File: src/rtl/mem_arbiter.sv
// mem_arbiter: two-requester arbiter for a single-port data memory with
// registered read data. The pipeline memory stage has priority over the
// loader/debug port. Read data is returned one cycle after the grant, to
// whichever requester owned that read.
// Optional feature: define STARVE_GUARD_EN to enable the loader starvation
// guard. After STARVE_LIMIT consecutive loader denials, the loader gets one
// forced grant. When the macro is undefined, the pipeline has strict priority.
module mem_arbiter #(
  parameter int unsigned ADDR_W       = 24,
  parameter int unsigned DATA_W       = 24,
  parameter int unsigned STARVE_LIMIT = 4
) (
  input  logic              clk,
  input  logic              rst,
  // pipeline memory-stage port
  input  logic              p_req,
  input  logic              p_we,
  input  logic [ADDR_W-1:0] p_addr,
  input  logic [DATA_W-1:0] p_wdata,
  output logic              p_stall,
  output logic [DATA_W-1:0] p_rdata,
  output logic              p_rvalid,
  // loader / debug port
  input  logic              l_req,
  input  logic              l_we,
  input  logic [ADDR_W-1:0] l_addr,
  input  logic [DATA_W-1:0] l_wdata,
  output logic              l_gnt,
  output logic [DATA_W-1:0] l_rdata,
  output logic              l_rvalid,
  // shared memory port
  output logic [ADDR_W-1:0] mem_addr,
  output logic [DATA_W-1:0] mem_wdata,
  output logic              mem_we,
  input  logic [DATA_W-1:0] mem_q
);

  // Reject a starvation limit too wide to be a sensible denial count.
  if (STARVE_LIMIT > 32'd65535) begin : g_limit_check
    $error("mem_arbiter: STARVE_LIMIT out of range");
  end

  typedef enum logic [1:0] {
    OWN_IDLE = 2'd0,
    OWN_PIPE = 2'd1,
    OWN_LOAD = 2'd2
  } owner_e;

  owner_e owner_q;
  owner_e owner_d;

  logic pipe_win;
  logic load_win;
  logic force_load;

`ifdef STARVE_GUARD_EN
  localparam int unsigned CNT_W = (STARVE_LIMIT > 0) ? $clog2(STARVE_LIMIT + 1) : 1;

  logic [CNT_W-1:0] starve_cnt_q;
  logic [CNT_W-1:0] starve_cnt_d;

  // The loader wins a conflict once it has been denied STARVE_LIMIT times in a row.
  always_comb begin
    force_load = (starve_cnt_q == CNT_W'(STARVE_LIMIT)) && p_req && l_req;
  end

  // Count consecutive loader denials. Clear on a grant or when the loader goes idle.
  always_comb begin
    starve_cnt_d = starve_cnt_q;
    if (!l_req || load_win) begin
      starve_cnt_d = '0;
    end else if (starve_cnt_q != CNT_W'(STARVE_LIMIT)) begin
      starve_cnt_d = starve_cnt_q + CNT_W'(1);
    end
  end

  // Denial counter register.
  always_ff @(posedge clk) begin
    if (rst) begin
      starve_cnt_q <= '0;
    end else begin
      starve_cnt_q <= starve_cnt_d;
    end
  end
`else
  // Strict pipeline priority: the loader is never forced through.
  always_comb begin
    force_load = 1'b0;
  end
`endif

  // Same-cycle grant decision. All requests are ignored while reset is asserted.
  always_comb begin
    pipe_win = 1'b0;
    load_win = 1'b0;
    if (!rst) begin
      if (p_req && !force_load) begin
        pipe_win = 1'b1;
      end else if (l_req) begin
        load_win = 1'b1;
      end
    end
  end

  // Steer the winner onto the memory port. The port is zeroed when nobody wins.
  always_comb begin
    mem_addr  = '0;
    mem_wdata = '0;
    mem_we    = 1'b0;
    if (pipe_win) begin
      mem_addr  = p_addr;
      mem_wdata = p_wdata;
      mem_we    = p_we;
    end else if (load_win) begin
      mem_addr  = l_addr;
      mem_wdata = l_wdata;
      mem_we    = l_we;
    end
  end

  // Grant handshakes. The pipeline stalls only when the loader takes the port from it.
  always_comb begin
    l_gnt   = load_win;
    p_stall = p_req && load_win;
  end

  // Return-owner state register.
  always_ff @(posedge clk) begin
    if (rst) begin
      owner_q <= OWN_IDLE;
    end else begin
      owner_q <= owner_d;
    end
  end

  // The next owner is the winner of a granted read. Writes return nothing.
  always_comb begin
    owner_d = OWN_IDLE;
    if (pipe_win && !p_we) begin
      owner_d = OWN_PIPE;
    end else if (load_win && !l_we) begin
      owner_d = OWN_LOAD;
    end
  end

  // Route registered memory data to the owner. Reset suppresses a read that is still in flight.
  always_comb begin
    p_rvalid = 1'b0;
    p_rdata  = '0;
    l_rvalid = 1'b0;
    l_rdata  = '0;
    if (!rst) begin
      unique case (owner_q)
        OWN_PIPE: begin
          p_rvalid = 1'b1;
          p_rdata  = mem_q;
        end
        OWN_LOAD: begin
          l_rvalid = 1'b1;
          l_rdata  = mem_q;
        end
        default: ;
      endcase
    end
  end

endmodule

File: config.mk
export PLATFORM = sky130hd
export DESIGN_NAME = mem_arbiter
export DESIGN_NICKNAME = d
export VERILOG_FILES = /design/src/rtl/mem_arbiter.sv
export SDC_FILE = /design/constraint.sdc
export NUM_CORES = 1
export LEC_CHECK = 0
export BUFFER_PORTS_ARGS = -buffer_cell sky130_fd_sc_hd__buf_2
export CORE_AREA = 2 2 87 89
export CTS_BUF_LIST = sky130_fd_sc_hd__clkbuf_4
export DETAILED_ROUTE_END_ITERATION = 6
export DIE_AREA = 0 0 89 91
export PLACE_DENSITY = 0.56
export SLEW_MARGIN = 20
export SYNTH_ARGS = -nofsm -noshare
export SYNTH_HDL_FRONTEND = slang
export SYNTH_SLANG_ARGS = --single-unit
File: constraint.sdc
create_clock -name clk -period 2.1 [get_ports clk]
set_input_delay 0.525 -clock clk [delete_from_list [all_inputs] [get_ports clk]]
set_output_delay 0.525 -clock clk [all_outputs]
set_load 0.01 [all_outputs]
==> results.json <==
{
  "critical_path.max_fanout": 24,
  "design.die.area_um2": 8100,
  "nNetsFinal": 473,
  "pin_count_of_the_biggest_net_entering_global_routing": 38,
  "die_width_um": 89,
  "antenna_cells": 0,
  "initialDrtViolationCount": 52,
  "post-route-util_pct": 32.5,
  "reg.largest.list": "owner_q: 2 flops",
  "starting_utilization_of_the_core_area_pct": 14.8,
  "ant_nets": 0,
  "grt_first_pass_wirelength_mm": 7.91,
  "syn-cell-area_um2": 1050,
  "post-route-period-util_pct": 92.4,
  "flow.area_growth_from_synthesis_pct": 120,
  "floorplan_die_height_um": 91,
  "worst_path_largest_cell_delay_ns": 0.24,
  "critical_path.n_buffers_inverters": 3,
  "port_buffers": 225,
  "synth-warning-count": 0,
  "routed_wire_length_per_instance_um": 12.9,
  "layoutNonFillerInstCount": 444,
  "static-leakage-power_uw": 0.00139,
  "ys_ff_latch": 2,
  "count_of_unique_library_cells_instantiated_by_yosys": 18,
  "combined_area_of_the_multi_input_logic_cells_um2": 878,
  "synth_cells": 130,
  "post_cts.repair.setup_buffers": 0,
  "path_delay_family": "buffers and inverters",
  "power.density_nw_per_um2": 213,
  "tritoncts": "yes",
  "cts_resized": 0,
  "layout.area.seq_um2": 40.0,
  "outcome": "completed",
  "cpMostUsedCell": "sky130_fd_sc_hd__buf_2",
  "fp.coreArea_um2": 7140,
  "rows": 31,
  "grt_remaining_overflow": 0,
  "finalWorstSetupSlack_ns": 0.160,
  "detailedPlace.worstSlack_ns": 0.152,
  "period_minus_slack_ns": 1.94,
  "timing.critical_path.to": "p_rdata[7]",
  "max_cap_violations": 0,
  "avg_synthesized_cell_area_um2": 8.11,
  "h-tree-depth": 1,
  "critical_path_arrival_ns": 1.42,
  "totalWireLength_mm": 5.73,
  "route.detailed.drc": 0,
  "place_congestion": 0.682,
  "critical_path_class": "input pin to output port",
  "timing_max_transition_violations_final": 0,
  "cp_launch_type": "input pin",
  "grt_usage_pct": 11.9,
  "yosysSeqAreaShare_pct": 3.80,
  "postSynthNetCount": 256,
  "io-pin-count": 227,
  "cp_cell_sequence": "buf_2 -> nor3b_2 -> buf_4 -> and2_1 -> buf_2",
  "grt_antenna_before_repair": 0,
  "holdCritPathClass": "input pin to register",
  "worstSetupPathDepth": 5,
  "ir_worst_vdd_mv": 0.0981,
  "clk_transition_reported_paths_ns": 0.03,
  "setup_repair_after_global_routing_missed_its_margin": "false",
  "hold_buffers": 0,
  "grt_pass1_vias": 1787,
  "drt-vias-per-instance": 4.50,
  "finalHoldViolCount": 0,
  "cts.path.max_buffers": 2,
  "fmaxAchievable_ghz": 0.515,
  "critical-path-slowest-cell": "sky130_fd_sc_hd__buf_4",
  "dr.pass1.iters": 4,
  "critical_path.startpoint": "rst",
  "route.vias.total": 1997,
  "dpl.hpwl_mm": 4.71,
  "max_flop_register": "owner_q",
  "largest_register_ffs": 2,
  "num-fill-cells": 811,
  "cp.required_ns": 1.57,
  "drive_above_1_share_pct": 70.1,
  "timing.setup.tns_ns": 0,
  "cts_buf_count": 3,
  "setup.worst_path.end_class": "output port",
  "cts_num_sinks": 2,
  "cts-root-buf": "sky130_fd_sc_hd__clkbuf_4",
  "dpl.cell_count": 441,
  "setup_violations": 0
}
-- cell usage in the layout, fill, tap and decap left out, drive strengths merged --
cell type / count
nor4bb: 1
nor2: 1
nor2b: 3
buf: 233
inv: 1
dfxtp: 2
nand2b: 1
clkbuf: 3
nor3b: 2
and2: 46
nor3: 1
conb: 1
a32o: 49
and4bb: 1
-- cell type report --
cell class              instances  area share (%)
inverters                       1           0.162
well taps                      99            5.35
flip-flops and latches          2            1.73
repair buffers                233            53.9
clock buffers                   3           0.972
multi-input cells             106            37.9
-- Yosys cell counts --
library cell / count / share of area, %
sky130_fd_sc_hd__a32o_1: 49 / 47
sky130_fd_sc_hd__and2_1: 46 / 27
sky130_fd_sc_hd__buf_6: 6 / 6.4
sky130_fd_sc_hd__buf_2: 5 / 2.4
sky130_fd_sc_hd__buf_4: 4 / 2.8
sky130_fd_sc_hd__clkbuf_1: 3 / 1.1
sky130_fd_sc_hd__nor2b_1: 3 / 1.8
sky130_fd_sc_hd__clkbuf_2: 2 / 0.95
sky130_fd_sc_hd__dfxtp_1: 2 / 3.8
sky130_fd_sc_hd__nor3b_2: 2 / 2.4
sky130_fd_sc_hd__and4bb_2: 1 / 1.2
sky130_fd_sc_hd__buf_1: 1 / 0.36
sky130_fd_sc_hd__conb_1: 1 / 0.36
sky130_fd_sc_hd__inv_2: 1 / 0.36
sky130_fd_sc_hd__nand2b_1: 1 / 0.59
sky130_fd_sc_hd__nor2_1: 1 / 0.36
sky130_fd_sc_hd__nor3_1: 1 / 0.47
sky130_fd_sc_hd__nor4bb_1: 1 / 0.95
-- cells by family after synthesis --
kind of cell | count (synthesis) | synth area share [%]
buffers and inverters | 22 | 14.4
other | 1 | 0.356
AOI/OAI and AO/OA | 49 | 46.5
and+or+nand+nor | 56 | 35.0
DFF | 2 | 3.80
-- metal layers --
metal  track usage, %  routed length, um  up-vias
met5                0                  0        -
met1             13.4               2220      903
met2             23.6               2920      140
li1                 -                  -      954
met4             1.37                  0        0
met3             1.64                594        0
-- how the worst min path moves through the flow --
stage	cells past startpoint	startpoint	endpoint	slack [ns]
after floorplan	1	p_we	owner_q[0]	0.60
after global placement	2	p_we	owner_q[0]	0.71
after detailed placement	2	p_we	owner_q[0]	0.71
after CTS	2	p_we	owner_q[0]	0.48
after global routing	2	p_we	owner_q[0]	0.48
final	2	p_we	owner_q[0]	0.49
-- power by group --
part	internal, uW	leakage (uW)	switching [uW]
clock network	62.9	0.0000138	20.2
registers	39.6	0.0000164	1.29
logic	201	0.00136	170
total	303	0.00139	191
-- per-stage QoR --
step                instance area (um^2)  total power (uW)  hold WS [ns]
floorplan                           1050               206         0.597
global placement                    2290               412         0.709
detailed placement                  2290               413         0.710
CTS                                 2320               503         0.476
global route                        2320               537         0.482
finish                              2320               494         0.489
Note: power is estimated with default switching activity, not from simulation.
